<file path="src/rtl/run_stream_source.sv">
// Network input source: turns dense, sparse-spike, run-count and clear words
// from the host stream into registered network cycles and a one-cycle clear.
module run_stream_source #(
  parameter int  NUM_INP      = 4,
  parameter int  CHARGE_WIDTH = 8,
  parameter int  RUN_WIDTH    = 16,
  localparam int IDX_WIDTH    = (NUM_INP > 1) ? $clog2(NUM_INP) : 1,
  localparam int DENSE_W      = NUM_INP * CHARGE_WIDTH,
  localparam int SPK_W        = IDX_WIDTH + CHARGE_WIDTH,
  localparam int MAX_A        = (DENSE_W > SPK_W) ? DENSE_W : SPK_W,
  localparam int SRC_WIDTH    = 2 + ((MAX_A > RUN_WIDTH) ? MAX_A : RUN_WIDTH)
) (
  input  logic                           clk,
  input  logic                           arstn,
  input  logic                           src_valid,
  output logic                           src_ready,
  input  logic [SRC_WIDTH-1:0]           src,
  input  logic                           net_ready,
  output logic                           net_valid,
  output logic                           net_last,
  output logic                           net_arstn,
  output logic signed [CHARGE_WIDTH-1:0] net_inp [0:NUM_INP-1]
);

  localparam logic [1:0] OP_NOM = 2'd0;
  localparam logic [1:0] OP_RUN = 2'd1;
  localparam logic [1:0] OP_CLR = 2'd2;

  typedef enum logic [1:0] {S_IDLE, S_RUN, S_CLR} state_e;

  state_e                          state_q, state_d;
  logic [RUN_WIDTH-1:0]            remaining_q, remaining_d;
  logic signed [CHARGE_WIDTH-1:0]  staging_q [0:NUM_INP-1];
  logic signed [CHARGE_WIDTH-1:0]  staging_d [0:NUM_INP-1];
  logic signed [CHARGE_WIDTH-1:0]  net_inp_q [0:NUM_INP-1];
  logic signed [CHARGE_WIDTH-1:0]  net_inp_d [0:NUM_INP-1];
  logic                            net_valid_q, net_valid_d;
  logic                            net_last_q, net_last_d;
  logic                            clr_n_q, clr_n_d;

  logic [1:0]                      src_op;
  logic [RUN_WIDTH-1:0]            run_cnt;
  logic [IDX_WIDTH-1:0]            spk_idx;
  logic signed [CHARGE_WIDTH-1:0]  spk_charge;
  logic signed [CHARGE_WIDTH-1:0]  dense_chg [0:NUM_INP-1];
  logic                            accept;
  logic                            out_free;

  assign src_op     = src[SRC_WIDTH-1 -: 2];
  assign run_cnt    = src[RUN_WIDTH-1:0];
  assign spk_idx    = src[SRC_WIDTH-3 -: IDX_WIDTH];
  assign spk_charge = src[SRC_WIDTH-3-IDX_WIDTH -: CHARGE_WIDTH];

  // Input 0 occupies the most significant charge field of the payload.
  for (genvar gi = 0; gi < NUM_INP; gi++) begin : g_lane
    assign dense_chg[gi] = src[SRC_WIDTH-3-gi*CHARGE_WIDTH -: CHARGE_WIDTH];
    assign net_inp[gi]   = net_inp_q[gi];
  end

  assign out_free  = !net_valid_q || net_ready;
  assign src_ready = (state_q == S_IDLE) && out_free;
  assign accept    = src_valid && src_ready;
  assign net_valid = net_valid_q;
  assign net_last  = net_last_q;
  assign net_arstn = arstn && clr_n_q;

  always_comb begin
    state_d     = state_q;
    remaining_d = remaining_q;
    staging_d   = staging_q;
    net_inp_d   = net_inp_q;
    net_valid_d = net_valid_q;
    net_last_d  = net_last_q;
    clr_n_d     = 1'b1;

    if (net_valid_q && net_ready) begin
      net_valid_d = 1'b0;
      net_last_d  = 1'b0;
    end

    case (state_q)
      S_IDLE: begin
        if (accept) begin
          case (src_op)
            OP_NOM: begin
              net_inp_d   = dense_chg;
              net_valid_d = 1'b1;
              net_last_d  = 1'b1;
              staging_d   = '{default: '0};
            end
            OP_RUN: begin
              // A zero count consumes the word and leaves staging intact.
              if (run_cnt != '0) begin
                net_inp_d   = staging_q;
                net_valid_d = 1'b1;
                net_last_d  = (run_cnt == RUN_WIDTH'(1));
                remaining_d = run_cnt - RUN_WIDTH'(1);
                staging_d   = '{default: '0};
                if (run_cnt != RUN_WIDTH'(1)) state_d = S_RUN;
              end
            end
            OP_CLR: begin
              staging_d = '{default: '0};
              clr_n_d   = 1'b0;
              state_d   = S_CLR;
            end
            default: begin
              // Out-of-range indices match no lane and are dropped.
              for (int i = 0; i < NUM_INP; i++) begin
                if (int'(spk_idx) == i) staging_d[i] = spk_charge;
              end
            end
          endcase
        end
      end
      S_RUN: begin
        if (net_valid_q && net_ready) begin
          net_inp_d   = '{default: '0};
          net_valid_d = 1'b1;
          net_last_d  = (remaining_q == RUN_WIDTH'(1));
          remaining_d = remaining_q - RUN_WIDTH'(1);
          if (remaining_q == RUN_WIDTH'(1)) state_d = S_IDLE;
        end
      end
      S_CLR:   state_d = S_IDLE;
      default: state_d = S_IDLE;
    endcase
  end

  always_ff @(posedge clk or negedge arstn) begin
    if (!arstn) begin
      state_q     <= S_IDLE;
      remaining_q <= '0;
      net_valid_q <= 1'b0;
      net_last_q  <= 1'b0;
      clr_n_q     <= 1'b0;
      for (int i = 0; i < NUM_INP; i++) begin
        staging_q[i] <= '0;
        net_inp_q[i] <= '0;
      end
    end else begin
      state_q     <= state_d;
      remaining_q <= remaining_d;
      net_valid_q <= net_valid_d;
      net_last_q  <= net_last_d;
      clr_n_q     <= clr_n_d;
      staging_q   <= staging_d;
      net_inp_q   <= net_inp_d;
    end
  end

endmodule

</file>
<file path="config.mk">
export PLATFORM = sky130hd
export DESIGN_NAME = run_stream_source
export DESIGN_NICKNAME = d
export VERILOG_FILES = /design/src/rtl/run_stream_source.sv
export SDC_FILE = /design/constraint.sdc
export NUM_CORES = 1
export LEC_CHECK = 0
export ABC_AREA = 1
export BUFFER_PORTS_ARGS = -buffer_cell sky130_fd_sc_hd__buf_2
export CORE_MARGIN = 5
export CORE_UTILIZATION = 45
export DETAILED_ROUTE_END_ITERATION = 6
export PLACE_DENSITY = 0.76
export SLEW_MARGIN = 20
export SYNTH_ARGS = -nofsm -noshare
export SYNTH_HDL_FRONTEND = slang
export SYNTH_SLANG_ARGS = --single-unit
export TNS_END_PERCENT = 30
</file>
<file path="constraint.sdc">
create_clock -name clk -period 2.3 [get_ports clk]
set_clock_uncertainty 0.15 [all_clocks]
set_input_delay 0.345 -clock clk [delete_from_list [all_inputs] [get_ports clk]]
set_output_delay 0.345 -clock clk [all_outputs]
set_load 0.005 [all_outputs]
</file>
==> results_dict.tcl <==
set metrics [dict create \
    cts_buffers 9 \
    worstPathMaxFanout 5 \
    synth_cell_types 29 \
    r2r-start "remaining_q[0]" \
    synth_edf_count 0 \
    drtIter0Drc 445 \
    grt_pass1_wl_mm 21.2 \
    cts.repair.resized 0 \
    syn_inst 694 \
    syn2layout_area_growth_pct 14.0 \
    grt_remaining_overflow 0 \
    crit_chain "nor2_4, inv_1, a21oi_1, buf_2" \
    drt-pass1-iter-count 5 \
    r2r-end "remaining_q[10]" \
    io_buffers 73 \
    row_count 38 \
    wl_met3_um 918 \
    grt_max_degree 86 \
    period_needed_ps 2060 \
    drive_above_1_share 0.171 \
    place_congestion 0.919 \
    wl_met2_mm 5.85 \
    routed.top_layer "met4" \
    max_freq_mhz 486 \
    track_usage 0.204 \
    grt_antenna_before_repair 0 \
    critPathRequiredTime_ps 1800 \
    clk_latency_ps 370 \
    crit_path_start_kind "flop" \
    synthTopCellsByCount "nand2_1 (254), dfrtp_1 (85), nor2_1 (73)" \
    fin_area_um2 5690 \
    synthMostInstantiatedCell "nand2_1" \
    wirelength_met1_mm 6.31 \
    cpPeakStageDelay_ps 460 \
    antennaDiodeCount 0 \
    hold_violations 0 \
    clkTransAtPathRegs_ps 90 \
    slew_headroom 0.618 \
    worst-slew-pin-transition_ps 573 \
    outcome "complete, no violations" \
    ys_ff_latch 85 \
    synthTopCellsByArea "dfrtp_1 (43%), nand2_1 (19%), nand3_1 (7.2%), nor2_1 (5.5%), inv_1 (3.2%)" \
    avgSynthCellArea_um2 7.20 \
    die_height_um 115 \
    yosys_warnings 0 \
    cts_sinks 85 \
    wl_per_cell_um 14.6 \
    cp-startpoint "state_q[0]" \
    die_area_um2 13300 \
    regToRegSetupSlack_ps 330 \
    synth_flop_cell "dfrtp_1" \
    yosysTopAreaCellShare 0.426 \
    syn_area_um2 4990 \
    root_buffer "clkbuf_8" \
    route.detailed.drc 0 \
    yosysTopAreaCell "dfrtp_1" \
    tns_ps 0 \
    power_per_cell_area_nw_per_um2 1150 \
    num-fill-cells 1080 \
    finalSetupViolations 0 \
    leakage_nw 2.96 \
    path_class "flop to primary output" \
    routed_wl_mm 13.3 \
    arrival_ps 1560 \
    clockBufferDepth 2 \
    fin_crit_sh 0.894 \
    synth-async-reset-ratio 1.00 \
    finalMaxSlewViolations 0 \
    hpwl_mm 9.94 \
    maxCapViolCount 0 \
    syn-num-nets 737 \
    placed_cell_area_um2 5460 \
    route.antenna.remaining_nets 0 \
    crit_slowest_cell "dfrtp_1" \
    rsz0062_at_grt "false" \
    htree_levels 3 \
    ir_worst_vdd_mv 0.496 \
    io_pins 74 \
    hp-class "primary input to flop" \
    via_per_inst 5.16 \
    crit_path_end "src_ready" \
    start_util 0.461 \
    hold_ws_ps 112 \
    vias 4672 \
    nNetsFinal 804 \
    grt_pass1_vias 4143 \
    ys_seq_area_frac 0.426 \
    final_util 0.525 \
    core_area_um2 10800 \
    ctsHoldBuffers 1 \
    rr_worst_depth 9 \
    cts_tree "yes" \
    die_x_um 115 \
    cp-end-kind "primary output" \
    postCtsSetupRepairBufs 0 \
]
## layout make-up
cell class	instances	area, um^2	share of cell area
clock buffer	10	138	0.0242
clock inverter	6	81.3	0.0143
sequential	85	2130	0.374
inverter	48	188	0.0330
multi-input combinational	532	2500	0.439
tap	140	175	0.0308
timing repair buffer	85	485	0.0853
## state kept, by name, indices dropped and copies added (netlist names)
register and flops:
net_inp 32, staging_q 32, remaining_q 16, state_q 2
clr_n_q 1, net_last 1, net_valid 1
## where the power goes
part / total (W) / switching, W / internal [W]
Sequential: 0.00245 / 0.000399 / 0.00205
Clock: 0.00117 / 0.000614 / 0.000552
Combinational: 0.00296 / 0.00192 / 0.00104
Total: 0.00657 / 0.00293 / 0.00364
## cell usage in the layout (no fill, tap or decap)
| master | instances |
|---|---|
| inv_6 | 2 |
| ha_1 | 5 |
| inv_1 | 43 |
| a21oi_1 | 24 |
| o21ai_1 | 26 |
| nand3b_1 | 3 |
| dlygate4sd3_1 | 1 |
| nor2_2 | 3 |
| nand3_4 | 1 |
| xnor2_1 | 1 |
| nand2_4 | 5 |
| nor2_1 | 73 |
| o21ai_2 | 6 |
| dfrtp_1 | 85 |
| xor2_1 | 4 |
| o21a_1 | 1 |
| inv_8 | 1 |
| o21ai_0 | 21 |
| nand2_1 | 254 |
| clkinv_4 | 2 |
| nand2_2 | 5 |
| nand4_1 | 4 |
| buf_2 | 72 |
| clkbuf_8 | 10 |
| a211oi_1 | 17 |
| nor3_1 | 1 |
| clkinv_8 | 1 |
| inv_2 | 4 |
| bufinv_16 | 1 |
| nand2_8 | 2 |
| buf_12 | 2 |
| nand3_1 | 72 |
| buf_4 | 10 |
| and3_4 | 1 |
| nor2_4 | 3 |
## cells by family after synthesis
group                      synth area share
AOI/OAI and AO/OA                     0.109
xor gates and xnor gates            0.00877
adders and majority gates            0.0125
buffers and inverters                0.0737
DFF                                   0.426
and+or+nand+nor                       0.370
## metal layers
layer,global-route usage,vias to the layer above
met2,0.298,168
met3,0.0400,17
li1,-,2370
met1,0.307,2117
met4,0.0579,0
met5,0,-
## worst min-delay path by stage
stage,start,end,cells after the start
6_report,src[32],clr_n_q,3
5_1_grt,src[32],clr_n_q,3
4_1_cts,src[32],clr_n_q,3
3_5_place_dp,arstn,net_valid,2
3_3_place_gp,arstn,net_last,2
2_1_floorplan,arstn,clr_n_q,0
## critical path: cells and delay by family, from the launching register on
family,cells,cell delay [ps]
AOI/OAI and AO/OA,1,200
buffers and inverters,2,270
DFF,1,460
and+or+nand+nor,1,250
## metrics by stage
step | worst slack (ps) | power [W] | cells
3_5_place_dp | 235 | 0.00541 | 889
5_1_grt | 106 | 0.00711 | 906
6_report | 243 | 0.00657 | 906
4_1_cts | 211 | 0.00658 | 906
2_1_floorplan | 609 | 0.00456 | 694
3_3_place_gp | 279 | 0.00534 | 889
No activity file was read; power rests on OpenSTA's default activity.
